**src/rtl/comparator_seq_pkg.sv**
```systemverilog
// Shared definitions for the sequential magnitude comparator.
// Holds the FSM state encoding and the bit positions controllers use when
// they pack done/gt/lt/eq into a status word.
package comparator_seq_pkg;

  typedef enum logic {
    ST_IDLE = 1'b0,
    ST_CMP  = 1'b1
  } state_t;

  // Status-word bit positions: {done, gt, lt, eq}
  localparam int FLAG_EQ_BIT   = 0;
  localparam int FLAG_LT_BIT   = 1;
  localparam int FLAG_GT_BIT   = 2;
  localparam int FLAG_DONE_BIT = 3;
  localparam int FLAG_W        = 4;

endpackage : comparator_seq_pkg

```
**src/rtl/comparator_slice.sv**
```systemverilog
// Purpose: combinational magnitude compare of one CHUNK-bit slice.
// Latency: 0 cycles (pure combinational).
// Backpressure: none; outputs follow inputs.
// Ports: a, b = slice operands; invert_msb = flip both MSBs before comparing
//        (turns a two's-complement top slice into an unsigned compare);
//        gt/lt/eq = a>b, a<b, a==b after the optional MSB flip.
module comparator_slice #(
  parameter int CHUNK = 4
) (
  input  logic [CHUNK-1:0] a,
  input  logic [CHUNK-1:0] b,
  input  logic             invert_msb,
  output logic             gt,
  output logic             lt,
  output logic             eq
);

  logic [CHUNK-1:0] a_m;
  logic [CHUNK-1:0] b_m;

  // Flipping the sign bit of both operands maps signed order onto unsigned order.
  always_comb begin
    a_m            = a;
    b_m            = b;
    a_m[CHUNK-1]   = a[CHUNK-1] ^ invert_msb;
    b_m[CHUNK-1]   = b[CHUNK-1] ^ invert_msb;
  end

  assign gt = (a_m > b_m);
  assign lt = (a_m < b_m);
  assign eq = (a_m == b_m);

endmodule : comparator_slice

```
**src/rtl/comparator_seq.sv**
```systemverilog
// Purpose: multi-cycle WIDTH-bit magnitude compare, CHUNK bits per cycle, MSB slice first, early exit.
// Latency: done/flags update k+1 edges after start is accepted (k = first differing slice), 1..NCHUNK.
// Backpressure: start is ignored while busy=1; accepted again in the done cycle (no bubble).
// Ports: clk, rst_n (async active-low); start/signed_mode/num1/num2 sampled on acceptance;
//        busy = compare in progress; done = one-cycle result pulse; gto/lto/eqo = registered A>B, A<B, A==B.
module comparator_seq
  import comparator_seq_pkg::*;
#(
  parameter int WIDTH = 16,
  parameter int CHUNK = 4
) (
  input  logic             clk,
  input  logic             rst_n,
  input  logic             start,
  input  logic             signed_mode,
  input  logic [WIDTH-1:0] num1,
  input  logic [WIDTH-1:0] num2,
  output logic             busy,
  output logic             done,
  output logic             gto,
  output logic             lto,
  output logic             eqo
);

  localparam int NCHUNK = WIDTH / CHUNK;
  localparam int IDXW   = (NCHUNK > 1) ? $clog2(NCHUNK) : 1;
  localparam logic [IDXW-1:0] IDX_LAST = IDXW'(NCHUNK - 1);

  state_t            state, state_d;
  logic [IDXW-1:0]   idx, idx_d;
  logic [WIDTH-1:0]  opa, opb;
  logic              smode;
  logic              accept;
  logic              done_d, gt_d, lt_d, eq_d;

  logic [CHUNK-1:0]  sl_a, sl_b;
  logic              sl_gt, sl_lt, sl_eq;

  // Current slice, counted from the top of the latched operands.
  always_comb begin
    sl_a = opa[(WIDTH-1) - CHUNK*int'(idx) -: CHUNK];
    sl_b = opb[(WIDTH-1) - CHUNK*int'(idx) -: CHUNK];
  end

  // Only the top slice carries the sign bit.
  comparator_slice #(
    .CHUNK (CHUNK)
  ) u_slice (
    .a          (sl_a),
    .b          (sl_b),
    .invert_msb (smode && (idx == '0)),
    .gt         (sl_gt),
    .lt         (sl_lt),
    .eq         (sl_eq)
  );

  // Next-state and result logic
  always_comb begin
    state_d = state;
    idx_d   = idx;
    accept  = 1'b0;
    done_d  = 1'b0;
    gt_d    = gto;
    lt_d    = lto;
    eq_d    = eqo;
    case (state)
      ST_IDLE: begin
        if (start) begin
          accept  = 1'b1;
          idx_d   = '0;
          state_d = ST_CMP;
        end
      end
      ST_CMP: begin
        if (!sl_eq) begin
          gt_d    = sl_gt;
          lt_d    = sl_lt;
          eq_d    = 1'b0;
          done_d  = 1'b1;
          state_d = ST_IDLE;
        end else if (idx == IDX_LAST) begin
          gt_d    = 1'b0;
          lt_d    = 1'b0;
          eq_d    = 1'b1;
          done_d  = 1'b1;
          state_d = ST_IDLE;
        end else begin
          idx_d   = idx + IDXW'(1);
        end
      end
      default: state_d = ST_IDLE;
    endcase
  end

  always_ff @(posedge clk or negedge rst_n) begin
    if (!rst_n) begin
      state <= ST_IDLE;
      idx   <= '0;
      opa   <= '0;
      opb   <= '0;
      smode <= 1'b0;
      done  <= 1'b0;
      gto   <= 1'b0;
      lto   <= 1'b0;
      eqo   <= 1'b0;
    end else begin
      state <= state_d;
      idx   <= idx_d;
      done  <= done_d;
      gto   <= gt_d;
      lto   <= lt_d;
      eqo   <= eq_d;
      if (accept) begin
        opa   <= num1;
        opb   <= num2;
        smode <= signed_mode;
      end
    end
  end

  assign busy = (state == ST_CMP);

endmodule : comparator_seq

```
**config.mk**
```make
export PLATFORM = sky130hd
export DESIGN_NAME = comparator_seq
export DESIGN_NICKNAME = d
export VERILOG_FILES = /design/src/rtl/comparator_seq_pkg.sv /design/src/rtl/comparator_slice.sv /design/src/rtl/comparator_seq.sv
export SDC_FILE = /design/constraint.sdc
export NUM_CORES = 1
export LEC_CHECK = 0
export ABC_CLOCK_PERIOD_IN_PS = 6370
export CORE_MARGIN = 2
export CORE_UTILIZATION = 53
export CTS_CLUSTER_SIZE = 10
export DETAILED_ROUTE_END_ITERATION = 12
export PLACE_DENSITY = 0.87
export SETUP_SLACK_MARGIN = 0.02
export SLEW_MARGIN = 15
export SYNTH_ARGS = -nofsm -noshare
export SYNTH_HDL_FRONTEND = slang
export SYNTH_SLANG_ARGS = --single-unit
```
**constraint.sdc**
```tcl
create_clock -name clk -period 6.37 [get_ports clk]
set_clock_uncertainty 0.2 [all_clocks]
set_input_delay 1.911 -clock clk [delete_from_list [all_inputs] [get_ports clk]]
set_output_delay 1.911 -clock clk [all_outputs]
set_load 0.02 [all_outputs]
```
# Word-level counts from Yosys, hierarchy flattened
# Index checks and enable logic that the tools add are counted.
# classes
n_addsub	2
order_cmp	2
eq_ne	6
n_shift	2
n_mux	17
bitwise	3
reduce_logical	4
# op_table
op	n
$shiftx A19 B5 Y4	2
$mux W1	12
$mux W2	3
$sub A4 B4 Y5 const A	1
$eq A4 B4 Y1	1
$gt A4 B4 Y1	1
$lt A4 B4 Y1	1
$ne A2 B1 Y1 const B	2
$ne A2 B2 Y1 const B	2
$pmux W2 S2	1
$reduce_and A3 Y1	1
$add A2 B1 Y2 const B	1
$eq A2 B2 Y1 const B	1
$logic_not A2 Y1	1
$pmux W1 S2	1
$reduce_and A2 Y1	1
$xor A1 B1 Y1	2
$logic_and A1 B1 Y1	1
$not A1 Y1	1
# totals
ff_bits	40
input_bits	36
output_inout_bits	5
wordCells	45

# Longest topological paths before layout
# Gate-level depths: netlist (run 1).
# logic_depth
ltp_word	6
mapped_depth	10
mapped_depth_nobuf	9

# Cells and area by module
# Synthesis (run 1) repeated with hierarchy kept, for this count alone.
# unflattened
hier_cells	123
hier_area_um2	2014.4
# modules_own_cells
module	n_inst	cells_per_inst	area_per_inst_um2	seq_area_each_um2
comparator_seq	1	106	1871.8	1001.0
comparator_slice	1	17	142.6	0.0

# Least setup slack after synthesis (run 1)
# OpenSTA, ideal clock, no wires.
# synth_path
kind	input-to-reg
startpoint	input start
endpoint	register opa[10]
t_arrival_ps	2729
required_ps	6045
setup_slack_ps	3316
stages	4
n_path_buf	2
cell_sequence	nor2b_1 -> buf_2 -> buf_2 -> mux2_2
# synth_via
elab_chain_cells	2
# synth_lines
item	line	rtl
from (decl)	comparator_seq.sv:14	input logic start,
$mux W1	comparator_seq.sv:68	if (start) begin
$mux W1	comparator_seq.sv:66	case (state)
to (signal assigned)	comparator_seq.sv:114	opa <= num1;
to (decl)	comparator_seq.sv:31	logic [WIDTH-1:0] opa, opb;
# No other way between the ends.
# A chain may end at the register's enable or synchronous reset.

# Worst setup path after layout (run 1)
# layout_path
startpoint	register state (netlist: busy)
endpoint	output busy
# layout_lines
item	line	rtl
from (decl)	comparator_seq.sv:29	state_t state, state_d;
from (signal assigned)	comparator_seq.sv:107	state <= state_d;
to (decl)	comparator_seq.sv:18	output logic busy,
# No word-level cell between the ends.

==> PnR_summary.wiki, run 1 <==
{| class="wikitable"
! Metric !! Value
|-
| Max-cap check violation count || 0
|-
| Ys async rst share || between 90% and 100%
|-
| Share of final-layout standard cells stronger than drive strength 1 || 32.73%
|-
| Main area contributors after synthesis || sky130_fd_sc_hd__dfrtp_1, sky130_fd_sc_hd__mux2_2, sky130_fd_sc_hd__mux4_2, sky130_fd_sc_hd__ha_1, sky130_fd_sc_hd__buf_2
|-
| Buffers & Inverters on Critical Path || 1
|-
| Status || finished, final reports clean
|-
| Number of cells produced by synthesis || ~120
|-
| Max Buffers Root-to-Sink || 2
|-
| Wire length of the first global-routing pass || 5.533 mm
|-
| Setup repair after global routing missed its margin || no
|-
| Library cell with the largest summed area after synthesis || sky130_fd_sc_hd__dfrtp_1
|-
| Number of global-route vias before repair || between 1000 and 1500
|-
| GPL Wtd Cong || between 0.7 and 0.8
|-
| Peak supply drop || between 0.15 and 0.2 mV
|-
| Die width || 62.79 um
|-
| Area growth from synthesis to layout || 26.91%
|-
| Dominant delay contributor by cell family on the critical path || buffers and inverters
|-
| Power per cell area || between 300 and 400 nW/um2
|-
| Category of the worst setup path launch point || flip-flop
|-
| Path class of the lowest-slack min-delay path || reg2reg
|-
| Data arrival time of the critical path || 1.47 ns
|-
| Clock root cell || sky130_fd_sc_hd__clkbuf_4
|-
| Commonest cells post-synth || sky130_fd_sc_hd__dfrtp_1, sky130_fd_sc_hd__mux2_2, sky130_fd_sc_hd__mux4_2
|-
| Worst Tran Pin Value || 0.8541 ns
|-
| Post-synthesis cell area || roughly 1800 um2
|-
| Endpoint type of the worst setup path || output port
|-
| Height of the die || ~63 um
|-
| Maximum fanout along the worst path || 8
|-
| Time the worst path needs with I/O delays and setup || around 3.6 ns
|-
| Registers with the most flip-flops || opa: 16 flops, opb: 16 flops, idx: 2 flops
|-
| Hold violation total from the final report || 0
|-
| Synthesis Warnings || 0
|-
| Half-perimeter wire length of the detailed placement result || roughly 2.4 mm
|-
| Number of nets produced by synthesis || approximately 160
|-
| Post-CTS setup buffers || 0
|-
| Highest attainable clock frequency || approximately 280 MHz
|-
| Critical setup path kind || reg2out
|-
| Max Transition Viols Final || 0
|-
| Number of flip-flops and latches in the synthesized netlist || 40
|-
| Area of the die || about 3900 um2
|-
| Final cell area excluding filler cells || ~2300 um2
|-
| Synth cell types || 22
|-
| Final setup fails || 0
|-
| Count of antenna diodes in the layout || 0
|-
| Required time of the worst setup path || 4.26 ns
|-
| CTS buffer count || 5
|-
| Number of core rows || 21
|-
| Average routed wire per standard cell || roughly 15 um
|-
| Starting Density || 54.89%
|-
| Max stage delay cell, worst path || sky130_fd_sc_hd__clkdlybuf4s50_1
|-
| Number of flops mapped to enable cells by yosys || 0
|-
| Maximum number of pins on one net before global-route repair || 41
|-
| Number of gates resized after CTS || 0
|-
| Dominant cell by count in the synthesized netlist || sky130_fd_sc_hd__dfrtp_1
|-
| Number of ports placed on the die boundary || slightly above 40
|-
| Insertion delay of the later-clocked pin in the worst-skew pair || roughly 0.33 ns
|-
| Sinks on the clock net || 40
|-
| TritonCTS clock tree || yes
|-
| IO buf count || 40
|-
| Portion of the post-synthesis area used by sequential elements || a little over half
|-
| CTS H-tree depth || 2
|-
| Crit share post-route || a little under three fifths
|-
| Hold-fix buffers at CTS || 0
|-
| Number of antenna violations at the first check in global routing || 0
|-
| Total number of vias || roughly 1100
|-
| Setup Total Neg Slack || 0 ns
|-
| Total number of nets in the final design || roughly 210
|-
| Grt total ovfl || 0
|-
| Syn avg cell area || between 15 and 20 um2
|-
| Leakage Power || 0.9751 nW
|-
| Gr usage total || 18.58%
|-
| Hold slack || approximately 0.32 ns
|-
| DRC marker count from the first detailed-route iteration || 73
|-
| Worst slew slack as a fraction of its limit || 43.06%
|-
| Placed cell area || roughly 2300 um2
|-
| Total core area || between 3000 and 4000 um2
|-
| Antenna Nets Post-Route || 0
|-
| Number of iterations in the first detailed-routing pass || 4
|-
| DRC violation count after routing || 0
|-
| Clock slew at the register clock pins of the worst setup and hold paths || about 0.11 ns
|-
| Final routed wirelength across all metal layers || 3.217 mm
|-
| Longest individual stage delay on the worst path || around 0.65 ns
|-
| Vias per cell || around 5.4
|-
| Ordered list of cells on the worst path || clkdlybuf4s50_1
|-
| Post-synth top area share || between 50% and 60%
|-
| Leading register cell type out of synthesis || sky130_fd_sc_hd__dfrtp_1
|}
cells by family after synthesis:
logic type	after synthesis	synth area share (%)
adders and majority gates	6	4.098
buffers and inverters	12	2.800
and+or+nand+nor	12	3.894
DFF	40	54.64
xor gates and xnor gates	2	0.9565
AOI/OAI and AO/OA	7	2.118
muxes	43	31.49
worst paths after layout:
path	from	to	slack (ns)	cells after the start
setup / recovery	busy$_DFF_PN0_	busy	2.79	1
hold / removal	opb[3]$_DFFE_PN0P_	opb[3]$_DFFE_PN0P_	0.32	1
setup reg to reg	idx[0]$_DFFE_PN0P_	idx[1]$_DFFE_PN0P_	3.28	6
hold reg to reg	opb[3]$_DFFE_PN0P_	opb[3]$_DFFE_PN0P_	0.32	1
max in group asynchronous	rst_n	opb[1]$_DFFE_PN0P_	3.96	1
min in group asynchronous	rst_n	opa[9]$_DFFE_PN0P_	1.47	1
cells in the final DEF (no fill, tap or decap), types with 2 or more instances in the layout:
| cell type | count |
|---|---|
| sky130_fd_sc_hd__clkdlybuf4s50_1 | 39 |
| sky130_fd_sc_hd__clkbuf_4 | 5 |
| sky130_fd_sc_hd__clkbuf_1 | 2 |
| sky130_fd_sc_hd__mux2_2 | 33 |
| sky130_fd_sc_hd__o21ai_0 | 2 |
| sky130_fd_sc_hd__dfrtp_1 | 40 |
| sky130_fd_sc_hd__mux4_2 | 8 |
| sky130_fd_sc_hd__ha_1 | 6 |
| sky130_fd_sc_hd__a21oi_1 | 4 |
| sky130_fd_sc_hd__inv_1 | 6 |
| sky130_fd_sc_hd__nand2_1 | 5 |
power breakdown:
part | internal, W | switching [W]
logic | 0.000216 | 0.000155
clock network | 0.0000546 | 0.0000760
registers | 0.000354 | 0.0000580
total | 0.000625 | 0.000289
per-stage QoR:
stage	std cells	power, W	setup slack, ns	utilization (%)
6_report	211	0.0009140	2.787	69.67
3_5_place_dp	203	0.0007928	2.745	67.90
3_3_place_gp	203	0.0007611	2.805	67.90
4_1_cts	211	0.0009220	2.773	69.67
5_1_grt	211	0.0009765	2.717	69.67
2_1_floorplan	122	0.0006749	3.316	-
layer usage:
metal	GRT usage (%)	wire [um]	share of wire (%)	up-vias
met5	0	0	0	-
met4	6.667	44	1.4	0
met3	4.685	115	3.6	4
met2	32.53	1803	56	26
met1	22.26	1254	39	582
li1	-	-	-	519
area by class of cell:
type / count / area (um2)
sequential: 40 / 1001
clock buffer: 8 / 58.81
fill: 235 / 1012
multi-input combinational: 70 / 782.0
timing repair buffer: 41 / 402.9
tap: 46 / 57.56
inverter: 6 / 22.52
No activity file was read; power rests on OpenSTA's default activity.
==> run 2: changes to the inputs <==
Settings changed: ABC_CLOCK_PERIOD_IN_PS 6370 to 3000, CORE_UTILIZATION 53 to 45, PLACE_DENSITY 0.87 to 0.79.
Clock period 6.37 ns to 3 ns, I/O delays scaled along.
==> run 2 against run 1 <==
Effect of this change:
- cell count rose by 2.8%
- sequential power rose by 120%
- global-route usage fell by 2.4 points
- first-iteration DRC count fell by 47%
- via count fell by 2.7%
- setup slack got worse by 2.6 ns
- routed wire length rose by 3.5%
- clock-buffer cell count fell by 3
- critical path type is now reg2reg
==> PnR_summary.wiki, run 2 (synthesized netlist as in run 1, its figures left out) <==
{| class="wikitable"
! Metric !! Value
|-
| Hold violation total from the final report || 0 (unchanged)
|-
| Area of the die || 4597 um2 (+17%)
|-
| Clock root cell || sky130_fd_sc_hd__clkbuf_8
|-
| Number of global-route vias before repair || 1092 (-11%)
|-
| Clock slew at the register clock pins of the worst setup and hold paths || 0.08 ns (-0.03 ns)
|-
| Number of iterations in the first detailed-routing pass || 4 (unchanged)
|-
| Final routed wirelength across all metal layers || 3.331 mm (+3.5%)
|-
| Half-perimeter wire length of the detailed placement result || 2.535 mm (+5.5%)
|-
| Data arrival time of the critical path || 2.78 ns (+1.31 ns)
|-
| Status || finished, final reports clean
|-
| Height of the die || 67.80 um (+8.0%)
|-
| Antenna Nets Post-Route || 0 (unchanged)
|-
| Leakage Power || 1.007 nW (+3.3%)
|-
| Final core area utilization || 60.37% (-9.3 points)
|-
| Placed cell area || 2286 um2 (+0.88%)
|-
| Insertion delay of the later-clocked pin in the worst-skew pair || 0.29 ns (-0.04 ns)
|-
| Path class of the lowest-slack min-delay path || reg2reg
|-
| Number of ports placed on the die boundary || 41 (unchanged)
|-
| Time the worst path needs with I/O delays and setup || ~2.8 ns
|-
| Grt total ovfl || 0 (unchanged)
|-
| Vias per cell || 5.074 (-5.3%)
|-
| Starting Density || 46.12% (-8.8 points)
|-
| Highest attainable clock frequency || about 360 MHz
|-
| Total number of nets in the final design || 208 (+0.97%)
|-
| Final setup fails || 0 (unchanged)
|-
| Place WS || 0.2090 ns (-2.536 ns)
|-
| Most common cell after layout, fill and taps aside || sky130_fd_sc_hd__dfrtp_1
|-
| Die width || 67.80 um (+8.0%)
|-
| Number of core rows || 23 (+9.5%)
|-
| TritonCTS clock tree || yes
|-
| Wire length of the first global-routing pass || 5.223 mm (-5.6%)
|-
| Count of antenna diodes in the layout || 0 (unchanged)
|-
| Share of final-layout standard cells stronger than drive strength 1 || 34.73% (+2.0 points)
|-
| Maximum number of pins on one net before global-route repair || 41 (unchanged)
|-
| Total number of vias || 1101 (-2.7%)
|-
| CTS buffer count || 5 (unchanged)
|-
| Finished Layout Cells || 217 (+2.8%)
|-
| Required time of the worst setup path || 2.98 ns (-1.28 ns)
|-
| Peak supply drop || 0.3803 mV (+110%)
|-
| Category of the worst setup path launch point || flip-flop
|-
| Worst Tran Pin Value || 0.8631 ns (+0.008967 ns)
|-
| Number of antenna violations at the first check in global routing || 0 (unchanged)
|-
| IO buf count || 40 (unchanged)
|-
| Max Buffers Root-to-Sink || 2 (unchanged)
|-
| Maximum fanout along the worst path || 6 (-2)
|-
| CTS H-tree depth || 2 (unchanged)
|-
| Area growth from synthesis to layout || 30.87%
|-
| DRC marker count from the first detailed-route iteration || 39 (-47%)
|-
| Worst slew slack as a fraction of its limit || 42.46% (-0.60 points)
|-
| Fillcell total || 312 (+33%)
|-
| Final cell area excluding filler cells || 2397 um2 (+3.1%)
|-
| DRC violation count after routing || 0 (unchanged)
|-
| Endpoint type of the worst setup path || flip-flop
|-
| Sinks on the clock net || 40 (unchanged)
|-
| Number of gates resized after CTS || 0 (unchanged)
|-
| Registers with the most flip-flops || opa: 16 flops, opb: 16 flops, idx: 2 flops
|-
| Most frequent cells in the layout || sky130_fd_sc_hd__dfrtp_1, sky130_fd_sc_hd__clkdlybuf4s50_1, sky130_fd_sc_hd__mux2_2, sky130_fd_sc_hd__mux4_2
|-
| Power per cell area || 877.0 nW/um2 (+120%)
|-
| Post-CTS setup buffers || 0 (unchanged)
|-
| Max Transition Viols Final || 0 (unchanged)
|-
| Critical setup path kind || reg2reg
|-
| Setup repair after global routing missed its margin || no
|-
| GPL Wtd Cong || 0.7686 (+3.2%)
|-
| Total core area || 3971 um2 (+19%)
|-
| Setup Total Neg Slack || 0 ns (unchanged)
|-
| PnR worst setup slack || 0.2008 ns (-2.586 ns)
|-
| Average routed wire per standard cell || 15.35 um (+0.68%)
|-
| Total placed cells including tap cells || 209 (+3.0%)
|-
| Max-cap check violation count || 0 (unchanged)
|-
| Crit share post-route || just over 90%
|-
| Hold-fix buffers at CTS || 0 (unchanged)
|-
| Gr usage total || 16.16% (-2.4 points)
|}
==> run 2: final timing paths <==
check | slack (ns) | cells past startpoint | end | startpoint
setup / recovery | 0.20 | 6 | idx[1]$_DFFE_PN0P_ | idx[0]$_DFFE_PN0P_
hold / removal | 0.31 | 1 | opa[8]$_DFFE_PN0P_ | opa[8]$_DFFE_PN0P_
setup reg to reg | 0.20 | 6 | idx[1]$_DFFE_PN0P_ | idx[0]$_DFFE_PN0P_
hold reg to reg | 0.31 | 1 | opa[8]$_DFFE_PN0P_ | opa[8]$_DFFE_PN0P_
max in group asynchronous | 1.54 | 1 | gto$_DFFE_PN0P_ | rst_n
min in group asynchronous | 0.52 | 1 | opa[13]$_DFFE_PN0P_ | rst_n
==> run 2: cell type report <==
class                      count  area [um2]  area share [%]
clock inverter                 3       42.54           1.775
timing repair buffer          43       417.9           17.43
multi-input combinational     70       782.0           32.62
inverter                       6       22.52          0.9395
tap                           50       62.56           2.610
clock buffer                   5       68.82           2.871
sequential                    40        1001           41.75
==> run 2: through the flow <==
stage	hold WS, ns	total power, W
global route	0.3222	0.002236
finish	0.3089	0.002102
detailed placement	0.2959	0.001684
CTS	0.3134	0.002119
global placement	0.2841	0.001643
floorplan	0.2752	0.001433
==> run 2: metal layers <==
layer	part of all wire (%)	vias up	GRT usage [%]
li1	-	523	-
met1	41	552	19.42
met2	54	21	27.33
met3	3.7	5	5.000
met4	1.6	0	6.000
met5	0	-	0
==> run 2: where the power goes <==
group	total (W)	switching, W	internal, W
Clock	0.000429	0.000183	0.000246
Combinational	0.000782	0.000320	0.000462
Sequential	0.000892	0.000137	0.000755
Total	0.00210	0.000639	0.00146
==> run 2: worst max-delay path: stages, from the launching register on <==
cell	delay, ns
sky130_fd_sc_hd__dfrtp_1	0.55
sky130_fd_sc_hd__mux4_2	0.56
sky130_fd_sc_hd__xor2_1	0.16
sky130_fd_sc_hd__ha_1	0.33
sky130_fd_sc_hd__nand4_2	0.15
sky130_fd_sc_hd__or3b_4	0.44
sky130_fd_sc_hd__mux2_4	0.30
==> run 3: changes to the inputs <==
Settings changed: ABC_CLOCK_PERIOD_IN_PS 3000 to 2800, CORE_UTILIZATION 45 to 49, PLACE_DENSITY 0.79 to 0.82.
Clock period 3 ns to 2.8 ns, I/O delays scaled along.
==> run 3 against run 2 <==
Effect of this change:
- die area is 7.7% lower
- clock-buffer cell count is 3 higher
- clock power is 9.8% lower
- register-to-register slack lost 0.06 ns
- sequential share of layout area rose by 0.18 points
- largest power group unchanged
==> PnR_summary.wiki, run 3 (synthesized netlist as in run 1, its figures left out) <==
{| class="wikitable"
! Metric !! Value
|-
| Status || finished, final reports clean
|-
| Dominant delay contributor by cell family on the critical path || multiplexers
|-
| Maximum fanout along the worst path || 4 (-2)
|-
| Ordered list of cells on the worst path || mux4_2 -> xnor2_1 -> ha_1 -> nand4_2 -> or3b_4 -> mux2_4
|-
| Clock root cell || sky130_fd_sc_hd__clkbuf_8
|-
| Hold violation total from the final report || 0 (unchanged)
|-
| Time the worst path needs with I/O delays and setup || 2.656 ns (-0.1431 ns)
|-
| Leakage Power || 1.006 nW (about the same)
|-
| Buffers & Inverters on Critical Path || 0 (unchanged)
|-
| Height of the die || 65.14 um (-3.9%)
|-
| TritonCTS clock tree || yes
|-
| Number of core rows || 22 (-4.3%)
|-
| CTS H-tree depth || 2 (unchanged)
|-
| Area growth from synthesis to layout || 30.46%
|-
| Power per cell area || 928.1 nW/um2 (+5.8%)
|-
| Max Transition Viols Final || 0 (unchanged)
|-
| Number of global-route vias before repair || 1292 (+18%)
|-
| Share of final-layout standard cells stronger than drive strength 1 || 34.91% (+0.18 points)
|-
| Half-perimeter wire length of the detailed placement result || 2.712 mm (+7.0%)
|-
| Gr usage total || 19.79% (+3.6 points)
|-
| DRC marker count from the first detailed-route iteration || 63 (+62%)
|-
| Final core area utilization || 65.77% (+5.4 points)
|-
| Data arrival time of the critical path || 2.64 ns (-0.14 ns)
|-
| Critical setup path kind || reg2reg
|-
| Insertion delay of the later-clocked pin in the worst-skew pair || 0.29 ns (about the same)
|-
| DRC violation count after routing || 0 (unchanged)
|-
| Highest attainable clock frequency || 376.5 MHz (+5.4%)
|-
| Peak supply drop || 0.5313 mV (+40%)
|-
| Longest individual stage delay on the worst path || 0.55 ns (about the same)
|-
| Crit share post-route || 94.86% (+1.6 points)
|-
| Number of ports placed on the die boundary || 41 (unchanged)
|-
| Endpoint type of the worst setup path || flip-flop
|-
| Starting Density || 50.41% (+4.3 points)
|-
| Setup repair after global routing missed its margin || no
|-
| Worst slew slack as a fraction of its limit || 42.93% (+0.47 points)
|-
| Max-cap check violation count || 0 (unchanged)
|-
| Required time of the worst setup path || 2.78 ns (-0.20 ns)
|-
| Hold-fix buffers at CTS || 0 (unchanged)
|-
| Antenna Nets Post-Route || 0 (unchanged)
|-
| GPL Wtd Cong || 0.7263 (-5.5%)
|-
| Count of antenna diodes in the layout || 0 (unchanged)
|-
| Most frequent cells in the layout || sky130_fd_sc_hd__dfrtp_1, sky130_fd_sc_hd__clkdlybuf4s50_1, sky130_fd_sc_hd__mux2_2, sky130_fd_sc_hd__mux4_2
|-
| Final routed wirelength across all metal layers || 3.515 mm (+5.5%)
|-
| Vias per cell || 5.309 (+4.6%)
|-
| Average routed wire per standard cell || 16.20 um (+5.5%)
|-
| Area of the die || 4243 um2 (-7.7%)
|-
| Total core area || 3633 um2 (-8.5%)
|-
| Clock slew at the register clock pins of the worst setup and hold paths || 0.07 ns (about the same)
|-
| Number of iterations in the first detailed-routing pass || 4 (unchanged)
|-
| Number of antenna violations at the first check in global routing || 0 (unchanged)
|-
| CTS buffer count || 5 (unchanged)
|-
| Grt total ovfl || 0 (unchanged)
|-
| Total number of vias || 1152 (+4.6%)
|-
| Setup Total Neg Slack || 0 ns (unchanged)
|-
| Worst Tran Pin Value || 0.8560 ns (-0.007102 ns)
|-
| Die width || 65.14 um (-3.9%)
|-
| IO buf count || 40 (unchanged)
|-
| Registers with the most flip-flops || opa: 16 flops, opb: 16 flops, idx: 2 flops
|-
| Max stage delay cell, worst path || sky130_fd_sc_hd__mux4_2
|-
| Max Buffers Root-to-Sink || 2 (unchanged)
|-
| Final setup fails || 0 (unchanged)
|-
| Category of the worst setup path launch point || flip-flop
|-
| Total number of nets in the final design || 210 (+0.96%)
|-
| Path class of the lowest-slack min-delay path || reg2reg
|-
| Wire length of the first global-routing pass || 6.147 mm (+18%)
|-
| Maximum number of pins on one net before global-route repair || 41 (unchanged)
|-
| Sinks on the clock net || 40 (unchanged)
|}
==> run 3: final timing paths <==
path                                startpoint             endpoint  slack [ns]  cells past startpoint
max                         idx[0]$_DFFE_PN0P_   idx[1]$_DFFE_PN0P_        0.14                      6
min                        opb[13]$_DFFE_PN0P_  opb[13]$_DFFE_PN0P_        0.31                      1
max reg2reg                 idx[0]$_DFFE_PN0P_   idx[1]$_DFFE_PN0P_        0.14                      6
min reg2reg                opb[13]$_DFFE_PN0P_  opb[13]$_DFFE_PN0P_        0.31                      1
max in group asynchronous                rst_n   idx[1]$_DFFE_PN0P_        1.36                      1
min in group asynchronous                rst_n  opa[13]$_DFFE_PN0P_        0.45                      1
==> run 3: repair_timing <==
action | CTS | global route
gates resized for setup | 0 | 1
hold endpoints to repair | 0 | 0
setup endpoints to repair | 0 | 1
buffers inserted | 0 | 0
==> run 3: area by class of cell <==
class                           count  area (um2)
Multi-Input combinational cell     70       782.0
Inverter                            6       22.52
Clock buffer                        8       90.09
Timing Repair Buffer               45       432.9
Sequential cell                    40        1002
Fill cell                         287        1244
Tap cell                           48       60.06
==> run 3: metal layers <==
layer  global-route usage (%)  vias to the layer above  share of wire (%)
met1                    24.18                      577                 38
li1                         -                      528                  -
met4                    7.031                        0                1.8
met3                    5.822                        7                6.9
met5                        0                        -                  0
met2                    33.63                       40                 53
==> run 3: report_power, final <==
part,internal [W],switching [W]
combinational,0.000511,0.000376
clock,0.000201,0.000186
sequential,0.000809,0.000136
total,0.00152,0.000697
==> run 3: stage by stage <==
step                power, W  hold WS (ns)  instance area, um2  setup slack, ns  instances
global route        0.002387        0.3334                2390          0.04996        217
global placement    0.001774        0.2853                2298           0.2429        209
floorplan           0.001535        0.2752                1832          0.04512        122
detailed placement  0.001852        0.2957                2298           0.1020        209
CTS                 0.002242        0.3115                2389          0.07396        217
finish              0.002218        0.3058                2390           0.1439        217
==> run 3: worst reg2reg max path, stage by stage, from the launching register on <==
cell and delay [ns]:
sky130_fd_sc_hd__dfrtp_1 0.44, sky130_fd_sc_hd__mux4_2 0.55, sky130_fd_sc_hd__xnor2_1 0.16, sky130_fd_sc_hd__ha_1 0.36
sky130_fd_sc_hd__nand4_2 0.12, sky130_fd_sc_hd__or3b_4 0.42, sky130_fd_sc_hd__mux2_4 0.30
